## src/rtl/ctrl_id_pipe.sv

```systemverilog
// Decode stage between fetch and execute: valid/ready handshakes on both sides,
// flush, illegal-opcode flagging and a sequencer that stalls fetch after load/store.
module ctrl_id_pipe #(
  parameter int IR_W       = 16,
  parameter int MEM_CYCLES = 2
) (
  input  logic            clk,
  input  logic            rst,
  input  logic            i_valid,
  input  logic [IR_W-1:0] i_ir,
  output logic            o_ready,
  input  logic            i_ex_ready,
  input  logic            i_flush,
  output logic            o_valid_r,
  output logic [IR_W-1:0] o_ir_ex_r,
  output logic [2:0]      o_alu_sel_r,
  output logic [3:0]      o_mem_data_access_r,
  output logic            o_illegal_r,
  output logic            o_mem_busy,
  output logic            o_dbg_state
);

  // Handshake: a transfer happens on a rising edge where valid and ready are both
  // high in the cycle before it; ready never depends on valid on the same side.

  localparam logic [2:0] ALU_ADD    = 3'b000;
  localparam logic [2:0] ALU_SUB    = 3'b101;
  localparam logic [2:0] ALU_MV_IMM = 3'b001;
  localparam logic [2:0] ALU_MV_REG = 3'b010;
  localparam logic [3:0] MEM_CNT    = MEM_CYCLES[3:0];

  typedef enum logic {
    S_RUN      = 1'b0,
    S_MEM_WAIT = 1'b1
  } state_t;

  state_t     state, state_nxt;
  logic [3:0] cnt, cnt_nxt;

  logic [8:0] op_hi;
  logic [2:0] dec_alu;
  logic       dec_mem;
  logic       dec_ill;
  logic       accept;
  logic       consume;

  assign op_hi = i_ir[IR_W-1 -: 9];

  // Decode table keyed on OP[15:7]; encodings match the existing EX select codes.
  always_comb begin
    dec_alu = ALU_MV_IMM;
    dec_mem = 1'b0;
    dec_ill = 1'b0;
    casez (op_hi)
      9'b0001110??: dec_alu = ALU_ADD;
      9'b101100001: dec_alu = ALU_SUB;
      9'b00100????: dec_alu = ALU_MV_IMM;
      9'b01000110?: dec_alu = ALU_MV_REG;
      9'b01101????: begin
        dec_alu = ALU_ADD;
        dec_mem = 1'b1;
      end
      9'b01001????: begin
        dec_alu = ALU_ADD;
        dec_mem = 1'b1;
      end
      9'b01100????: begin
        dec_alu = ALU_ADD;
        dec_mem = 1'b1;
      end
      9'b11100????: dec_alu = ALU_ADD;
      9'b1101?????: dec_alu = ALU_ADD;
      9'b00101????: dec_alu = ALU_SUB;
      default: begin
        dec_alu = ALU_MV_IMM;
        dec_ill = 1'b1;
      end
    endcase
  end

  assign accept  = i_valid & o_ready;
  assign consume = o_valid_r & i_ex_ready & ~accept;

  // FSM state register
  always_ff @(posedge clk or negedge rst) begin
    if (!rst) begin
      state <= S_RUN;
      cnt   <= 4'd0;
    end else begin
      state <= state_nxt;
      cnt   <= cnt_nxt;
    end
  end

  // FSM next-state: flush wins over everything, cnt is zero whenever in RUN
  always_comb begin
    state_nxt = state;
    cnt_nxt   = cnt;
    if (i_flush) begin
      state_nxt = S_RUN;
      cnt_nxt   = 4'd0;
    end else begin
      case (state)
        S_RUN: begin
          if (accept && dec_mem) begin
            state_nxt = S_MEM_WAIT;
            cnt_nxt   = MEM_CNT;
          end
        end
        S_MEM_WAIT: begin
          if (cnt == 4'd1) begin
            state_nxt = S_RUN;
            cnt_nxt   = 4'd0;
          end else begin
            cnt_nxt = cnt - 4'd1;
          end
        end
        default: begin
          state_nxt = S_RUN;
          cnt_nxt   = 4'd0;
        end
      endcase
    end
  end

  // FSM outputs
  always_comb begin
    o_mem_busy  = (state == S_MEM_WAIT);
    o_ready     = (state == S_RUN) & (~o_valid_r | i_ex_ready) & ~i_flush;
    o_dbg_state = state;
  end

  // Output registers toward EX
  always_ff @(posedge clk or negedge rst) begin
    if (!rst) begin
      o_valid_r           <= 1'b0;
      o_ir_ex_r           <= '0;
      o_alu_sel_r         <= ALU_MV_IMM;
      o_mem_data_access_r <= 4'd0;
      o_illegal_r         <= 1'b0;
    end else if (i_flush) begin
      o_valid_r           <= 1'b0;
      o_ir_ex_r           <= '0;
      o_alu_sel_r         <= ALU_MV_IMM;
      o_mem_data_access_r <= 4'd0;
      o_illegal_r         <= 1'b0;
    end else if (accept) begin
      o_valid_r           <= 1'b1;
      o_ir_ex_r           <= i_ir;
      o_alu_sel_r         <= dec_alu;
      o_mem_data_access_r <= dec_mem ? MEM_CNT : 4'd0;
      o_illegal_r         <= dec_ill;
    end else if (consume) begin
      o_valid_r <= 1'b0;
    end
  end

  a_cnt_nonzero_in_wait : assert property (@(posedge clk) disable iff (!rst)
    (state == S_MEM_WAIT) |-> (cnt != 4'd0));
  a_cnt_zero_in_run : assert property (@(posedge clk) disable iff (!rst)
    (state == S_RUN) |-> (cnt == 4'd0));

endmodule

```

## config.mk

```make
export PLATFORM = sky130hd
export DESIGN_NAME = ctrl_id_pipe
export DESIGN_NICKNAME = d
export VERILOG_FILES = /design/src/rtl/ctrl_id_pipe.sv
export SDC_FILE = /design/constraint.sdc
export NUM_CORES = 1
export LEC_CHECK = 0
export BUFFER_PORTS_ARGS = -buffer_cell sky130_fd_sc_hd__buf_2
export CAP_MARGIN = 20
export CORE_MARGIN = 4
export CORE_UTILIZATION = 50
export CTS_BUF_LIST = sky130_fd_sc_hd__clkbuf_4 sky130_fd_sc_hd__clkbuf_8
export DETAILED_ROUTE_END_ITERATION = 6
export GPL_TIMING_DRIVEN = 1
export PLACE_DENSITY_LB_ADDON = 0.25
export SYNTH_ARGS = -nofsm -noshare
export SYNTH_HDL_FRONTEND = slang
export SYNTH_SLANG_ARGS = --single-unit
```

## constraint.sdc

```tcl
create_clock -name clk -period 2.3 [get_ports clk]
set_clock_uncertainty 0.15 [all_clocks]
set_input_delay 0.115 -clock clk [delete_from_list [all_inputs] [get_ports clk]]
set_output_delay 0.115 -clock clk [all_outputs]
set_load 0.02 [all_outputs]
```

==> flow_metrics.py <==
metrics = {
    "pwr": {
        "vdd_drop_max_mv": 0.355,
        "power.leakage_nw": 0.946,
        "p_total_w": 0.000974,
        "power_density_nw_per_um2": 547,
    },
    "floorplanning": {
        "die_h_um": 59.2,
        "io_pins": 49,
        "coreArea_um2": 2500,
        "start_util_pct": 52.5,
        "die_x_um": 59.2,
        "rows": 18,
        "die_area_um2": 3510,
    },
    "yosys": {
        "syn_inst": 143,
        "syn_avg_cell_area_um2": 9.17,
        "synth_edf_count": 0,
        "synth_area_leader_cell": "dfrtp_1",
        "synthArstFlopShare_pct": 100,
        "ys_seq_area_share_pct": 51.6,
        "synth_top_area_share_pct": 49.6,
        "synth-main-ff-cell": "dfrtp_1",
        "netlist_area_um2": 1310,
        "ys_ff_latch": 27,
        "yosysWarnings": 0,
        "synthTopCellsByArea": "dfrtp_1, nand2_1, nand3_1, o21ai_0, buf_4",
        "yosysUniqueCellTypes": 36,
    },
    "worst_setup_path": {
        "endpoint_kind": "register",
        "r2r-start": "o_dbg_state$_DFF_PN0_",
        "critPathLaunchType": "input port",
        "path_class": "in -> reg",
        "rrSetupSlack_ns": 0.21,
        "worstPathArrival_ns": 2.24,
        "timing.critical_path.from": "i_flush",
        "critical_path_required_ns": 2.41,
        "cp_max_fo": 14,
    },
    "placement": {
        "place_hpwl_mm": 2.30,
        "gp_congestion": 0.902,
        "portBuffers": 45,
    },
    "clock_network": {
        "clkTransAtPathRegs_ns": 0.13,
        "cts_hold_buf": 19,
        "clkSinkCount": 27,
        "cts-root-buf": "clkbuf_4",
        "post_cts_buffers": 0,
        "clock_tree.buffer_depth": 2,
        "clk_latency_ns": 0.31,
        "cts_resized": 0,
        "cts_made_buffers": 3,
        "cts_tree": "built",
        "h-tree-depth": 1,
    },
    "finish": {
        "diodes": 0,
        "final_net_count": 232,
        "drive_gt1_share_pct": 28.8,
        "fill_cells": 180,
        "area_growth_syn_to_layout_pct": 35.8,
    },
    "detailed_routing": {
        "wl_mm": 3.27,
        "vias_per_cell": 5.25,
        "vias": 1249,
        "drc": 0,
        "wl_per_cell_um": 13.7,
        "ant_nets": 0,
        "drt_pre_antenna_iters": 4,
        "drt_iter0_drc": 37,
    },
    "timing": {
        "finalCritPeriodShare_pct": 92.8,
        "hold_violations": 0,
        "slew_headroom_pct": 60.8,
        "fin_tns_setup_ns": 0,
        "clock.fmax_mhz": 469,
        "setup_viol_count_final": 0,
        "drv_slew": 0,
        "fin_crit_ns": 2.13,
        "rsz0062_at_grt": "false",
        "max_slew.worst_pin.slew_ns": 0.588,
    },
    "flow_run": {
        "maxCapViolations": 0,
    },
    "grt": {
        "grt_overflow": 0,
        "grt_antenna_before_repair": 0,
        "track_usage_pct": 20.2,
        "first_global_vias": 1225,
        "grt_pass1_wl_mm": 5.44,
        "grt_max_degree": 28,
    },
    "min_path": {
        "hold_class": "in -> reg",
        "hold_start": "i_valid",
    },
    "status": {
        "status": "complete, no violations",
    },
}
[flip-flops by register name (all words and copies together) (netlist names)]
signal,cells
o_mem_data_access_r,1
o_illegal_r,1
o_valid_r,1
o_ir_ex_r,16
cnt,4
o_dbg_state,1
o_alu_sel_r,3
[critical path, cell delays in order]
cell,delay (ns)
dlygate4sd3_1,0.53
buf_2,0.16
nor2_1,0.22
and3_1,0.24
buf_4,0.22
nand2_1,0.07
a21oi_1,0.12
dlygate4sd3_1,0.56
[report_power, final]
part	leakage, nW	switching [W]	internal, W
Sequential	0.359	0.0000260	0.000512
Combinational	0.570	0.000138	0.000102
Clock	0.0177	0.000132	0.0000649
Total	0.946	0.000296	0.000678
[cell usage after synthesis (2+ instances only)]
cell type,instances
a21oi_1,3
and3_1,2
buf_4,4
clkbuf_1,5
dfrtp_1,26
ha_1,2
inv_1,8
nand2_1,32
nand2b_1,2
nand3_1,19
nor2_1,6
nor3_1,2
o21a_1,2
o21ai_0,7
or2_2,2
[kinds of logic after synthesis]
logic type               share of synthesized area (%)
AO/OA/AOI/OAI                                     9.64
buffers and inverters                             6.30
AND/OR/NAND/NOR                                   28.8
adder cells (fa/ha/maj)                           1.91
multiplexers                                     0.763
other                                            0.286
flip-flops                                        51.6
XOR/XNOR                                         0.668
[layer usage]
metal / global-route usage, % / routed length [µm] / up-vias
li1: - / - / 612
met1: 26.0 / 1430 / 599
met2: 36.0 / 1650 / 38
met3: 2.83 / 186 / 0
met4: 3.88 / 0 / 0
met5: 0 / 0 / -
[worst paths after layout]
path                                              end  cells after the start
min in group asynchronous  o_alu_sel_r[1]$_DFFE_PN0P_                      2
max reg2reg                  o_ir_ex_r[3]$_DFFE_PN0P_                      6
min                             o_dbg_state$_DFF_PN0_                      4
max                          o_ir_ex_r[3]$_DFFE_PN0P_                      8
min reg2reg                 o_ir_ex_r[13]$_DFFE_PN0P_                      2
max in group asynchronous   o_ir_ex_r[11]$_DFFE_PN0P_                      2
[layout by cell type (no fill, tap or decap), types with 3 or more instances in the layout]
cell type / Yosys / routed
a21oi_1: 3 / 3
buf_2: 0 / 45
buf_4: 4 / 4
clkbuf_4: 0 / 3
conb_1: 1 / 3
dfrtp_1: 26 / 26
dlygate4sd3_1: 0 / 19
inv_1: 8 / 8
nand2_1: 32 / 32
nand3_1: 19 / 19
nor2_1: 6 / 6
o21ai_0: 7 / 7
[metrics by stage]
stage | cells | utilization (%) | area (µm²) | hold WS [ns] | setup WS [ns]
floorplan | 145 | - | 1320 | -0.331 | 0.571
global placement | 215 | 62.5 | 1560 | -0.00719 | 0.640
detailed placement | 215 | 62.5 | 1560 | 0.00171 | 0.492
CTS | 238 | 71.2 | 1780 | 0.0129 | 0.207
global route | 238 | 71.2 | 1780 | 0.00406 | 0.0293
finish | 238 | 71.2 | 1780 | 0.0242 | 0.166
[area by class of cell]
cell class | instances | area, µm² | area share, %
well taps | 30 | 37.5 | 2.11
repair buffers | 68 | 445 | 25.0
multi-input cells | 100 | 559 | 31.4
inverters | 9 | 33.8 | 1.90
flip-flops and latches | 27 | 677 | 38.0
clock inverters | 1 | 5.00 | 0.281
clock buffers | 3 | 22.5 | 1.26
(Power assumes the default switching activity.)
